===== src/rtl/mem_access.sv =====
// -----------------------------------------------------------------------------
// mem_access -- memory-access pipeline stage.
//
// Turns a load/store request from the execute stage into a byte-serial
// transfer on an 8-bit shared RAM port (little-endian, no alignment rule,
// 32-bit wrapping addresses). While the transfer runs the pipeline is
// stalled; loads write their extended result back in the one-cycle DONE
// state. Without a memory op the write-back fields pass straight through.
//
// Ports
//   clk, rst            clock, asynchronous active-low reset
//   rdy                 global ready; low freezes all state
//   ma_we, ma_re        store / load request (both high = store)
//   ma_width            funct3 access width (B/H/W/BU/HU)
//   ma_addr, ma_wdata   byte address and store data
//   we_in, waddr_in,
//   wdata_in            write-back fields from execute
//   bus_req, bus_grant  shared-memory arbitration handshake
//   ram_a, ram_dout,
//   ram_wr, ram_din     byte RAM port (ram_din valid one cycle after ram_a)
//   stall_req           pipeline stall request (combinational)
//   we, waddr, wdata    write-back outputs
// -----------------------------------------------------------------------------
module mem_access (
  input  logic        clk,
  input  logic        rst,
  input  logic        rdy,
  input  logic        ma_we,
  input  logic        ma_re,
  input  logic [2:0]  ma_width,
  input  logic [31:0] ma_addr,
  input  logic [31:0] ma_wdata,
  input  logic        we_in,
  input  logic [4:0]  waddr_in,
  input  logic [31:0] wdata_in,
  output logic        bus_req,
  input  logic        bus_grant,
  output logic [31:0] ram_a,
  output logic [7:0]  ram_dout,
  output logic        ram_wr,
  input  logic [7:0]  ram_din,
  output logic        stall_req,
  output logic        we,
  output logic [4:0]  waddr,
  output logic [31:0] wdata
);

  typedef enum logic [1:0] {IDLE, REQ, XFER, DONE} state_t;

  state_t      state_reg, state_next;
  logic [2:0]  k_reg, k_next;

  // Request fields latched when the request is accepted.
  logic        store_reg;
  logic [2:0]  width_reg;
  logic [31:0] addr_reg;
  logic [31:0] sdata_reg;
  logic        we_reg;
  logic [4:0]  waddr_reg;
  logic [31:0] ldata_reg;

  logic [2:0]  n_bytes;
  logic [2:0]  last_k;
  logic        request;
  logic        capture;
  logic [31:0] load_ext;

  assign request = ma_we | ma_re;

  // Byte count from the size bits; the reserved size 11 behaves as a word.
  always_comb begin
    n_bytes = 3'd4;
    case (width_reg[1:0])
      2'b00:   n_bytes = 3'd1;
      2'b01:   n_bytes = 3'd2;
      default: n_bytes = 3'd4;
    endcase
  end

  // A load needs one extra cycle to pick up the last byte from the RAM.
  assign last_k  = store_reg ? (n_bytes - 3'd1) : n_bytes;
  assign capture = (state_reg == XFER) && !store_reg && rdy && (k_reg != 3'd0);

  // ---------------------------------------------------------------------------
  // State register and counter
  // ---------------------------------------------------------------------------
  always_ff @(posedge clk or negedge rst) begin
    if (!rst) begin
      state_reg <= IDLE;
      k_reg     <= 3'd0;
    end else begin
      state_reg <= state_next;
      k_reg     <= k_next;
    end
  end

  always_comb begin
    state_next = state_reg;
    k_next     = k_reg;
    if (rdy) begin
      case (state_reg)
        IDLE: if (request) state_next = REQ;
        REQ: begin
          if (bus_grant) begin
            state_next = XFER;
            k_next     = 3'd0;
          end
        end
        XFER: begin
          k_next = k_reg + 3'd1;
          if (k_reg == last_k) state_next = DONE;
        end
        DONE:    state_next = IDLE;
        default: state_next = IDLE;
      endcase
    end
  end

  // ---------------------------------------------------------------------------
  // Request latch and load-byte capture
  // ---------------------------------------------------------------------------
  always_ff @(posedge clk or negedge rst) begin
    if (!rst) begin
      store_reg <= 1'b0;
      width_reg <= 3'd0;
      addr_reg  <= 32'd0;
      sdata_reg <= 32'd0;
      we_reg    <= 1'b0;
      waddr_reg <= 5'd0;
      ldata_reg <= 32'd0;
    end else begin
      if (state_reg == IDLE && rdy && request) begin
        store_reg <= ma_we;
        width_reg <= ma_width;
        addr_reg  <= ma_addr;
        sdata_reg <= ma_wdata;
        we_reg    <= we_in;
        waddr_reg <= waddr_in;
      end
      // ram_din now holds the byte addressed in the previous cycle (k-1).
      if (capture) begin
        for (int i = 0; i < 4; i++) begin
          if (k_reg == 3'(i + 1)) ldata_reg[8*i +: 8] <= ram_din;
        end
      end
    end
  end

  // Sign-extend B/H unless funct3[2] marks the unsigned variant.
  always_comb begin
    load_ext = ldata_reg;
    case (width_reg[1:0])
      2'b00:   load_ext = {{24{~width_reg[2] & ldata_reg[7]}}, ldata_reg[7:0]};
      2'b01:   load_ext = {{16{~width_reg[2] & ldata_reg[15]}}, ldata_reg[15:0]};
      default: load_ext = ldata_reg;
    endcase
  end

  // ---------------------------------------------------------------------------
  // Bus / RAM outputs
  // ---------------------------------------------------------------------------
  assign bus_req = (state_reg == REQ) || (state_reg == XFER);
  assign ram_wr  = (state_reg == XFER) && store_reg && rdy;

  always_comb begin
    ram_a    = 32'd0;
    ram_dout = 8'd0;
    if (state_reg == XFER) begin
      // While a load is frozen, keep presenting the address of the byte still
      // owed (k-1), so ram_din is correct at the first cycle after rdy returns.
      if (!store_reg && !rdy && k_reg != 3'd0)
        ram_a = addr_reg + 32'(k_reg) - 32'd1;
      else
        ram_a = addr_reg + 32'(k_reg);
      if (store_reg) begin
        case (k_reg[1:0])
          2'd0: ram_dout = sdata_reg[7:0];
          2'd1: ram_dout = sdata_reg[15:8];
          2'd2: ram_dout = sdata_reg[23:16];
          default: ram_dout = sdata_reg[31:24];
        endcase
      end
    end
  end

  // ---------------------------------------------------------------------------
  // Stall and write-back
  // ---------------------------------------------------------------------------
  always_comb begin
    stall_req = 1'b0;
    case (state_reg)
      IDLE:    stall_req = request;
      REQ:     stall_req = 1'b1;
      XFER:    stall_req = 1'b1;
      default: stall_req = 1'b0;
    endcase
  end

  always_comb begin
    we    = we_in;
    waddr = waddr_in;
    wdata = wdata_in;
    if (state_reg == DONE) begin
      if (store_reg) begin
        we = 1'b0;
      end else begin
        we    = we_reg;
        waddr = waddr_reg;
        wdata = load_ext;
      end
    end else if (stall_req) begin
      we = 1'b0;
    end
  end

endmodule


===== config.mk =====
export PLATFORM = sky130hd
export DESIGN_NAME = mem_access
export DESIGN_NICKNAME = d
export VERILOG_FILES = /design/src/rtl/mem_access.sv
export SDC_FILE = /design/constraint.sdc
export NUM_CORES = 1
export LEC_CHECK = 0
export CORE_ASPECT_RATIO = 1.2
export CORE_MARGIN = 2
export CORE_UTILIZATION = 53
export CTS_CLUSTER_SIZE = 16
export DETAILED_ROUTE_END_ITERATION = 10
export PLACE_DENSITY_LB_ADDON = 0.05
export SLEW_MARGIN = 20
export SYNTH_ARGS = -nofsm -noshare
export SYNTH_HDL_FRONTEND = slang
export SYNTH_SLANG_ARGS = --single-unit

===== constraint.sdc =====
create_clock -name clk -period 6.6 [get_ports clk]
set_input_delay 1.32 -clock clk [delete_from_list [all_inputs] [get_ports clk]]
set_output_delay 1.32 -clock clk [all_outputs]
set_load 0.005 [all_outputs]

# After elaboration in Yosys (flattened, before gate mapping)
# Index checks and enable logic that the tools add are counted.
[word_totals]
output_inout_bits = 81
wordCells = 80
regBits = 111
input_bits = 119
[op_classes]
mux = 22
bitwise = 4
reduce_logical = 24
n_addsub = 4
eq_ne = 14
[op_table]
columns = ["op", "count"]
rows = [
  ["$mux W32", 4],
  ["$pmux W32 S2", 1],
  ["$add A32 B3 Y32", 1],
  ["$sub A32 B1 Y32 const B", 1],
  ["$pmux W8 S3", 1],
  ["$mux W8", 2],
  ["$pmux W3 S2", 2],
  ["$mux W5", 2],
  ["$logic_and A1 B1 Y1", 9],
  ["$pmux W2 S4", 1],
  ["$reduce_and A2 Y1", 4],
  ["$eq A2 B1 Y1 const B", 3],
  ["$eq A2 B2 Y1 const B", 3],
  ["$eq A3 B2 Y1 const B", 2],
  ["$logic_not A2 Y1", 3],
  ["$mux W2", 3],
  ["$mux W3", 2],
  ["$ne A2 B2 Y1 const B", 3],
  ["$reduce_and A4 Y1", 1],
  ["$add A3 B1 Y3 const B", 1],
  ["$eq A3 B1 Y1 const B", 1],
  ["$eq A3 B3 Y1", 1],
  ["$eq A3 B3 Y1 const B", 1],
  ["$mux W1", 3],
  ["11 further kinds", 13],
]

# Logic depth before layout (Yosys ltp)
# Gate-level depths: netlist of the first run.
[logic_depth]
depth_word = 7
ltp_mapped = 12
mapped_depth_nobuf = 11

# Least setup slack after synthesis of the first run
# No wires, ideal clock.
[synth_timing]
path_kind = "register -> output"
from = "register k_reg[0]"
to = "output port ram_a[29]"
t_arrival_ns = 3.643
path_buffers = 1
stages_incl_launch_ff = 13
required_time_ns = 5.280
path_slack_ns = 1.637
cell_sequence = "dfrtp_1 > ha_1 > fa_1 > a21oi_2 > o41ai_1 > or4b_1 > a211oi_2 > a31oi_1 > or3_1 > buf_2 > o41a_1 > or3_1 > and3_1"
[synth_between]
elab_chain_cells = 4
word_cells_on_any_way = 6
cone_classes = "2 x add/sub; 2 x mux; 2 x reduce/logical"
[synth_rtl]
columns = ["item", "line_no", "source"]
rows = [
  ["from (decl)", "51", "logic [2:0] k_reg, k_next;"],
  ["from (signal assigned)", "93", "k_reg <= k_next;"],
  ["$add A32 B3 Y32 / $reduce_bool A3 Y1 (equally long branches)", "172, 174, 171", ""],
  ["$sub A32 B1 Y32 / $logic_and A1 B1 Y1 (equally long branches)", "172, 171", ""],
  ["$mux W32 (*)", "171", "if (!store_reg && !rdy && k_reg != 3'd0)"],
  ["$mux W32 (*)", "168", "if (state_reg == XFER) begin"],
  ["to (decl)", "38", "output logic [31:0] ram_a,"],
]
# Every way passes the cells marked *; elsewhere a longest branch is shown, timed or not.

# Worst setup path in the final report of the first run
# Same ends and word-level chain as after synthesis.

==> results.toml, run 1 <==
[logic_synthesis]
syn_inst = 720
synthArstFlopShare = 1.00
syn-mean-instance-area_sq_um = 9.97
syn-cell-area_sq_mm = 0.00718
yosysSeqAreaShare = 0.387
synth_top_area_share = 0.387
synthTopCellsByArea = "dfrtp_1 (39%), mux2_2 (19%), xnor2_1 (3.4%), nor2_1 (3.2%), nand2_1 (3.2%)"
synth_edf_count = 0
yosysTopAreaCell = "dfrtp_1"
synth-seq-cells = 111
yosysUniqueCellTypes = 74
ys_warn_count = 0
synthesis.nets = 857
synth-main-ff-cell = "dfrtp_1"

[floorplanning]
dieArea_sq_mm = 0.0145
num_rows = 46
initial_core_util = 0.543
die_w_microns = 110
core_area_sq_mm = 0.0132
pin_count = 200
die_h_microns = 132

[clock_network]
cts_resized = 0
cts_sinks = 111
cts_tree = "yes"
hold_buffers = 0
post_cts_buffers = 0
clk_pin_slew_ns = 0.08
insertion_delay_ns = 0.36
cts_max_level = 3
clockRootBuffer = "clkbuf_16"
ctsLongestPathBuffers = 2
cts_made_buffers = 9

[setup_path]
cp-end-kind = "primary output"
cp_max_fo = 7
path_class = "register to primary output"
start_kind = "register"
cp.arrival_ns = 4.85
critPathRequiredTime_ns = 5.28

[min_path]
hold_class = "register to register"

[place]
portBuffers = 199
dp_hpwl_mm = 14.6
dp.cells = 1048
dpl_cell_area_sq_mm = 0.00919
gp_congestion = 0.911
dp_slack_ns = 0.513

[pwr]
vdd_drop_max_mv = 0.221
pwr-share-comb = 0.521
pwr_density_cell_mw_per_mm2 = 411
clkPwrFrac = 0.141
p_sw_frac = 0.394
pwr-share-seq = 0.338
intPower_mw = 2.36
power.leakage_nw = 3.90
p_sw_mw = 1.54

[timing]
fin_setup_tns_ns = 0
finalWorstSetupSlack_ns = 0.431
period_share = 0.935
fin_crit_ns = 6.17
slew_viol_final = 0
hold_violations = 0
worst_pin_slew_ns = 0.996
clock_skew_ns = 0.00939
relSlewSlack = 0.335
fmax_ghz = 0.162
rsz0062_at_grt = "no"
report.final.setup_viol = 0

[grt]
antenna_found_initial = 0
grt_pass1_wl_mm = 31.5
grt_max_degree = 87
track_usage = 0.275
overflow = 0
grt_pass1_vias = 6266

[final_layout]
nets = 1028
syn_to_final_growth_pct = 32.1
final_area_sq_mm = 0.00949
diodes = 0
drive_above_1_share = 0.176
stdcell_count = 1064

[detailed_routing]
avgRoutedWirePerCell_microns = 18.3
num_vias = 6158
dr.pass1.iters = 6
drt_wl_total_mm = 19.5
drc = 0
first_iter_violations = 288
viasPerCell = 5.79
drtAntennaViolNets = 0

[flow_run]
max_cap_violations = 0

[run_status]
status = "finished, final reports clean"
-- metal layers --
metal  wire length [microns]  GRT usage
met1                    7720      0.327
met2                   10300      0.490
met3                    1060     0.0437
met4                     384      0.101
met5                       0          0
-- cell families (layout without fill, tap and decap cells) --
logic type | count (synthesis) | after routing | synth area share
AOI/OAI and AO/OA | 109 | 109 | 0.101
xor gates and xnor gates | 46 | 46 | 0.0561
adders and majority gates | 18 | 18 | 0.0324
buffers and inverters | 55 | 231 | 0.0394
DFF | 111 | 111 | 0.387
muxes | 124 | 124 | 0.194
and+or+nand+nor | 257 | 257 | 0.191
-- power by group through the flow --
stage                     Combinational (mW)  Sequential, mW  Clock, mW
after floorplan                         1.41            1.17          0
after global placement                  1.96            1.30          0
after detailed placement                2.01            1.32          0
after CTS                               2.04            1.31      0.566
after global routing                    2.22            1.37      0.595
final                                   2.03            1.32      0.552
-- final cells by class --
| class | instances | area (sq um) |
|---|---|---|
| Tap cell | 168 | 210 |
| Inverter | 11 | 41.3 |
| Fill cell | 1011 | 3750 |
| Sequential cell | 111 | 2780 |
| Clock buffer | 9 | 225 |
| Timing Repair Buffer | 204 | 2030 |
| Clock inverter | 7 | 73.8 |
| Multi-Input combinational cell | 554 | 4130 |
-- synth_stat cells, drive strengths merged (2+ instances only) --
master and count:
nand3 27, a222oi 8, mux2 120, and4 4
and2 21, o22ai 2, clkbuf 29, a21boi 4
nor2b 6, nor2 62, nor4 11, ha 17
nand4 5, o31ai 3, a211oi 4, and3 15
nor4b 4, xor2 18, a21oi 42, nand3b 4
a31oi 6, or3 4, dfrtp 111, o21a 3
inv 11, nor3 11, xnor2 28, nand2 61
nor3b 7, a21o 5, buf 15, nand2b 5
o21ai 16, and3b 3, mux2i 4
-- stage by stage --
step	hold slack, ns	util	power (mW)
finish	0.511	0.717	3.90
CTS	0.512	0.717	3.91
floorplan	0.474	-	2.57
global placement	0.486	0.694	3.26
global route	0.526	0.717	4.19
detailed placement	0.493	0.694	3.33
-- worst paths after layout --
check	start	to	slack [ns]	cells past startpoint
setup / recovery	k_reg[0]	ram_a[29]	0.43	13
hold / removal	ldata_reg[25]	ldata_reg[25]	0.51	1
setup reg to reg	width_reg[0]	state_reg[1]	3.84	9
hold reg to reg	ldata_reg[25]	ldata_reg[25]	0.51	1
max in group asynchronous	rst	state_reg[1]	4.66	2
min in group asynchronous	rst	waddr_reg[2]	0.87	1
-- worst max-delay path, stage by stage, from the launching register on --
cell and delay (ns):
dfrtp_1 0.48, ha_1 0.28, fa_1 0.32, a21o_1 0.26, nand4_1 0.12, buf_4 0.18, nor4_1 0.67, xnor2_1 0.26
nand3_1 0.15, or3_1 0.44, o41a_1 0.42, or3_1 0.30, and3_1 0.17, clkdlybuf4s50_1 0.45
-- cells in the final DEF, fill, tap and decap left out, types with 11 or more instances in the layout --
master           netlist  routed
inv_1                 11      11
nor3_1                11      11
xor2_1                18      18
ha_1                  17      17
nand2_1               61      60
and3_1                12      12
nor2_1                62      62
xnor2_1               28      28
a21oi_1               41      41
o21ai_0               14      14
and2_1                21      21
clkdlybuf4s50_1        0     198
mux2_2               120     120
nand3_1               26      26
dfrtp_1              111     111
Power figures use the tool's default switching activity.
==> inputs of run 2 (changes only) <==
--- a/config.mk
+++ b/config.mk
@@ -11,6 +11,8 @@
 export CTS_CLUSTER_SIZE = 16
 export DETAILED_ROUTE_END_ITERATION = 10
 export PLACE_DENSITY_LB_ADDON = 0.05
+export REMOVE_ABC_BUFFERS = 1
+export SKIP_CTS_REPAIR_TIMING = 1
 export SLEW_MARGIN = 20
 export SYNTH_ARGS = -nofsm -noshare
 export SYNTH_HDL_FRONTEND = slang
==> constraint.sdc (replaced) <==
create_clock -name clk -period 6.6 [get_ports clk]
set_input_delay 0.99 -clock clk [delete_from_list [all_inputs] [get_ports clk]]
set_output_delay 0.99 -clock clk [all_outputs]
set_load 0.005 [all_outputs]
==> run 2 against run 1 <==
Net effect: power fell by 0.66%; clock power barely moved; first-iteration DRC count fell by 3.1%; setup slack improved by 0.33 ns; non-clock buffer count fell by 2; global-route usage rose by 0.075 points; register-to-register slack improved by 0.09 ns; flip-flop and latch count did not move; combinational power barely moved; highest routed layer unchanged.
==> results.toml, run 2 (synthesis gave the netlist of run 1 again) <==
[clock_network]
cts_tree = "yes"
clockRootBuffer = "clkbuf_16"
cts_made_buffers = 9
clk_pin_slew_ns = 0.08
insertion_delay_ns = 0.36
cts_max_level = 3
ctsLongestPathBuffers = 2
cts_sinks = 111

[place]
portBuffers = 199
gp_congestion = 0.903
dp_hpwl_mm = 14.6
dp.cells = 1046

[timing]
hold_violations = 0
slew_viol_final = 0
report.final.setup_viol = 0
rsz0062_at_grt = "no"
period_share = 0.885
relSlewSlack = 0.305
fin_setup_tns_ns = 0
clock_skew_ns = 0.0114
fin_crit_ns = 5.84
fmax_ghz = 0.171
worst_pin_slew_ns = 1.04

[grt]
top_usage_layer = "met2"
overflow = 0
use_met3 = 0.0635
grt_max_degree = 75
grt_pass1_vias = 6457
met2_usage = 0.491
met1_usage = 0.302
track_usage = 0.276
grt_pass1_wl_mm = 31.5
antenna_found_initial = 0

[final_layout]
layout.cells.most_common = "clkdlybuf4s50_1"
diodes = 0
drive_above_1_share = 0.174
seqCellArea_sq_mm = 0.00278
nets = 1026
multi_input_area_sq_mm = 0.00413
syn_to_final_growth_pct = 31.8
fillers = 1051
layout_common_cells = "clkdlybuf4s50_1 (198), mux2_2 (120), dfrtp_1 (111)"
stdcell_count = 1062

[pwr]
pwr_density_cell_mw_per_mm2 = 409
vdd_drop_max_mv = 0.224
power.leakage_nw = 3.88

[run_status]
status = "finished, final reports clean"

[setup_path]
path_class = "register to primary output"
start_kind = "register"
crit_chain = "ha_1 -> fa_1 -> a21o_1 -> nand4_1 -> nor4_1 -> xnor2_1 -> nand3_1 -> or3_1 -> o41a_1 -> or3_1 -> and3_1 -> clkdlybuf4s50_1"
critPathRequiredTime_ns = 5.61
max_stage_delay_ns = 0.70
slowest_stage = "nor4_1"
cp_top_family = "simple AND/OR/NAND/NOR gates"
cp-end-kind = "primary output"
cp_max_fo = 7
worstPathBufferInverterCount = 1
cp.arrival_ns = 4.85
crit_top_cell = "or3_1"

[detailed_routing]
viasPerCell = 5.84
avgRoutedWirePerCell_microns = 18.3
drt_wl_total_mm = 19.4
drtAntennaViolNets = 0
num_vias = 6203
first_iter_violations = 279
dr.pass1.iters = 5
drc = 0

[floorplanning]
dieArea_sq_mm = 0.0145
core_area_sq_mm = 0.0132
die_h_microns = 132
pin_count = 200
num_rows = 46
initial_core_util = 0.543
die_w_microns = 110

[flow_run]
max_cap_violations = 0

[min_path]
hold_class = "register to register"
==> run 2: cell count changes in the layout (fill, tap and decap cells not counted) <==
cell and change:
clkinvlp_4 +2, buf_6 -1, clkinv_4 -2, buf_4 -1
==> run 2: worst register-to-register path, cell delays in order, from the launching register on <==
cell,delay (ns)
dfrtp_1,0.40
nor2_1,0.25
inv_1,0.11
ha_1,0.48
xor2_1,0.31
nand2_1,0.07
o32a_1,0.27
o21ai_0,0.20
nand3_1,0.15
mux2_2,0.32
==> run 2: power breakdown <==
group          switching [mW]  internal (mW)  leakage, nW
combinational           0.907           1.10         2.37
clock                   0.282          0.268        0.139
sequential              0.328          0.989         1.37
total                    1.52           2.36         3.88
==> run 2: final cells by class <==
cell class / instances / share of cell area
inverter: 11 / 0.00436
timing repair buffer: 202 / 0.212
multi-input combinational: 554 / 0.436
clock inverter: 7 / 0.00753
clock buffer: 9 / 0.0238
sequential: 111 / 0.293
tap: 168 / 0.0222
==> run 2: final timing paths <==
check / startpoint / end / slack, ns / cells past startpoint
min reg2reg: ldata_reg[6] / ldata_reg[6] / 0.51 / 1
min in group asynchronous: rst / waddr_reg[2] / 0.71 / 1
max: k_reg[0] / ram_a[29] / 0.76 / 12
max reg2reg: width_reg[0] / state_reg[1] / 3.93 / 9
min: ldata_reg[6] / ldata_reg[6] / 0.51 / 1
max in group asynchronous: rst / addr_reg[2] / 4.71 / 2
==> run 2: per-stage QoR <==
step | hold WS, ns | utilization | total power, mW | setup slack, ns | area (sq um)
after floorplan | 0.474 | - | 2.49 | 2.00 | 6940
after global placement | 0.485 | 0.693 | 3.23 | 1.03 | 9170
after detailed placement | 0.492 | 0.693 | 3.32 | 0.940 | 9170
after CTS | 0.511 | 0.715 | 3.89 | 0.803 | 9470
after global routing | 0.527 | 0.715 | 4.15 | 0.534 | 9470
final | 0.511 | 0.715 | 3.87 | 0.758 | 9470
==> run 2: metal layers <==
layer | vias up | routed length [microns]
met5 | - | 0
met4 | 0 | 651
met3 | 49 | 1230
met2 | 239 | 10400
met1 | 2996 | 7180
li1 | 2919 | -
==> inputs of run 3 (changes only) <==
--- a/config.mk
+++ b/config.mk
@@ -6,10 +6,10 @@
 export NUM_CORES = 1
 export LEC_CHECK = 0
 export CORE_ASPECT_RATIO = 1.2
-export CORE_MARGIN = 2
-export CORE_UTILIZATION = 53
+export CORE_UTILIZATION = 70
 export CTS_CLUSTER_SIZE = 16
 export DETAILED_ROUTE_END_ITERATION = 10
+export DONT_BUFFER_PORTS = 1
 export PLACE_DENSITY_LB_ADDON = 0.05
 export REMOVE_ABC_BUFFERS = 1
 export SKIP_CTS_REPAIR_TIMING = 1
==> run 3 against run 2 <==
Net effect: count of clock-buffer cells in the layout unchanged; worst hold slack lost 0.18 ns; core utilization increased by 2.7 points; flip-flop and latch count unchanged; combinational power is 22% lower; critical path type unchanged; critical endpoint unchanged.
==> results.toml, run 3 (synthesis gave the netlist of run 1 again) <==
[run_status]
status = "finished, final reports clean"

[grt]
grt_pass1_vias = 5295
overflow = 0
grt_max_degree = 112
antenna_found_initial = 3
track_usage = 0.310
grt_pass1_wl_mm = 25.8

[detailed_routing]
avgRoutedWirePerCell_microns = 20.2
dr.pass1.iters = 5
first_iter_violations = 336
num_vias = 5371
drc = 0
drtAntennaViolNets = 0
drt_wl_total_mm = 16.7
viasPerCell = 6.53

[place]
portBuffers = 0
gp_congestion = 0.886
dp_hpwl_mm = 12.0
dp.cells = 804

[clock_network]
ctsLongestPathBuffers = 2
cts_sinks = 111
cts_tree = "yes"
cts_max_level = 3
clk_pin_slew_ns = 0.08
cts_made_buffers = 9
clockRootBuffer = "clkbuf_16"
insertion_delay_ns = 0.35

[floorplanning]
die_h_microns = 113
num_rows = 40
initial_core_util = 0.717
dieArea_sq_mm = 0.0107
pin_count = 200
core_area_sq_mm = 0.0100
die_w_microns = 94.5

[setup_path]
start_kind = "register"
crit_chain = "ha_1 -> fa_1 -> a21oi_2 -> o41ai_1 -> or4b_1 -> a211oi_2 -> a31oi_1 -> or3_1 -> o41a_1 -> or3_1 -> and3_1"
cp_max_fo = 7
r2r-end = "state_reg[1]"
r2r_start = "width_reg[0]"
ff2ff_path_depth = 9
r2r_setup_slack_ns = 3.97
slowest_stage = "or4b_1"
critPathRequiredTime_ns = 5.61
max_stage_delay_ns = 0.53
path_class = "register to primary output"
cp.arrival_ns = 4.38
cp-end-kind = "primary output"
crit_top_cell = "or3_1"

[min_path]
hold_class = "input pin to async pin"

[final_layout]
final_core_util = 0.742
layout.cells.most_common = "mux2_2"
syn_to_final_growth_pct = 3.41
layout_common_cells = "mux2_2 (120), dfrtp_1 (111), nor2_1 (62)"
nets = 826
drive_above_1_share = 0.222
stdcell_count = 823

[pwr]
pwr-share-comb = 0.455
vdd_drop_max_mv = 0.258
p_total_mw = 3.42
p_sw_mw = 1.43
pwr-share-seq = 0.383
clkPwrFrac = 0.161
intPower_mw = 1.99
pwr_density_cell_mw_per_mm2 = 461
power.leakage_nw = 3.12
p_sw_frac = 0.418

[timing]
fin_crit_ns = 5.37
clock_skew_ns = 0.00753
hold_violations = 0
fmax_ghz = 0.186
report.final.setup_viol = 0
relSlewSlack = 0.356
worst_pin_slew_ns = 0.966
fin_setup_tns_ns = 0
period_share = 0.814
slew_viol_final = 0
rsz0062_at_grt = "no"

[flow_run]
max_cap_violations = 0
[run 3: cell count changes in the layout (fill, tap and decap cells not counted)]
cell,previous run,this run
clkinv_8,1,0
inv_12,0,1
clkdlybuf4s50_1,198,0
clkinv_4,0,1
diode_2,0,3
buf_4,4,2
clkinv_2,0,1
clkinvlp_4,2,1
inv_6,2,0
inv_8,2,3
[run 3: worst max path at each step]
stage                  start         to  cells after the start
floorplan           k_reg[0]  ram_a[29]                     11
global placement    k_reg[0]  ram_a[29]                     11
detailed placement  k_reg[0]  ram_a[29]                     11
CTS                 k_reg[0]  ram_a[29]                     11
global route        k_reg[0]  ram_a[29]                     11
finish              k_reg[0]  ram_a[29]                     11
[run 3: layer usage]
layer,track usage,part of all wire,vias up
li1,-,-,2516
met1,0.361,0.39,2597
met2,0.552,0.52,218
met3,0.0517,0.057,40
met4,0.145,0.033,0
met5,0,0,-
[run 3: layout make-up]
type                    instances  area (sq um)
fillers                       730          2580
flip-flops and latches        111          2780
repair buffers                  2          15.0
multi-input cells             554          4130
clock inverters                 7          71.3
well taps                     126           158
inverters                      11          41.3
diodes                          3          7.51
clock buffers                   9           225
[run 3: per-stage QoR]
| stage | cell area (sq um) | setup slack [ns] | hold WS (ns) |
|---|---|---|---|
| 3_5_place_dp | 7120 | 1.66 | 0.493 |
| 3_3_place_gp | 7120 | 1.76 | 0.481 |
| 4_1_cts | 7420 | 1.27 | 0.321 |
| 6_report | 7430 | 1.23 | 0.328 |
| 2_1_floorplan | 6940 | 2.00 | 0.474 |
| 5_1_grt | 7430 | 0.938 | 0.315 |
[run 3: critical path: cells and delay by family, from the launching register on]
family                   cells  cell delay, ns
AO/OA/AOI/OAI                5            1.24
adder cells (fa/ha/maj)      2            0.76
flip-flops                   1            0.47
AND/OR/NAND/NOR              4            1.56
[run 3: power by group through the flow]
stage	sequential (mW)	combinational, mW	clock [mW]
after floorplan	1.21	1.28	0
after global placement	1.28	1.49	0
after detailed placement	1.31	1.55	0
after CTS	1.30	1.56	0.555
after global routing	1.35	1.71	0.584
final	1.31	1.56	0.552
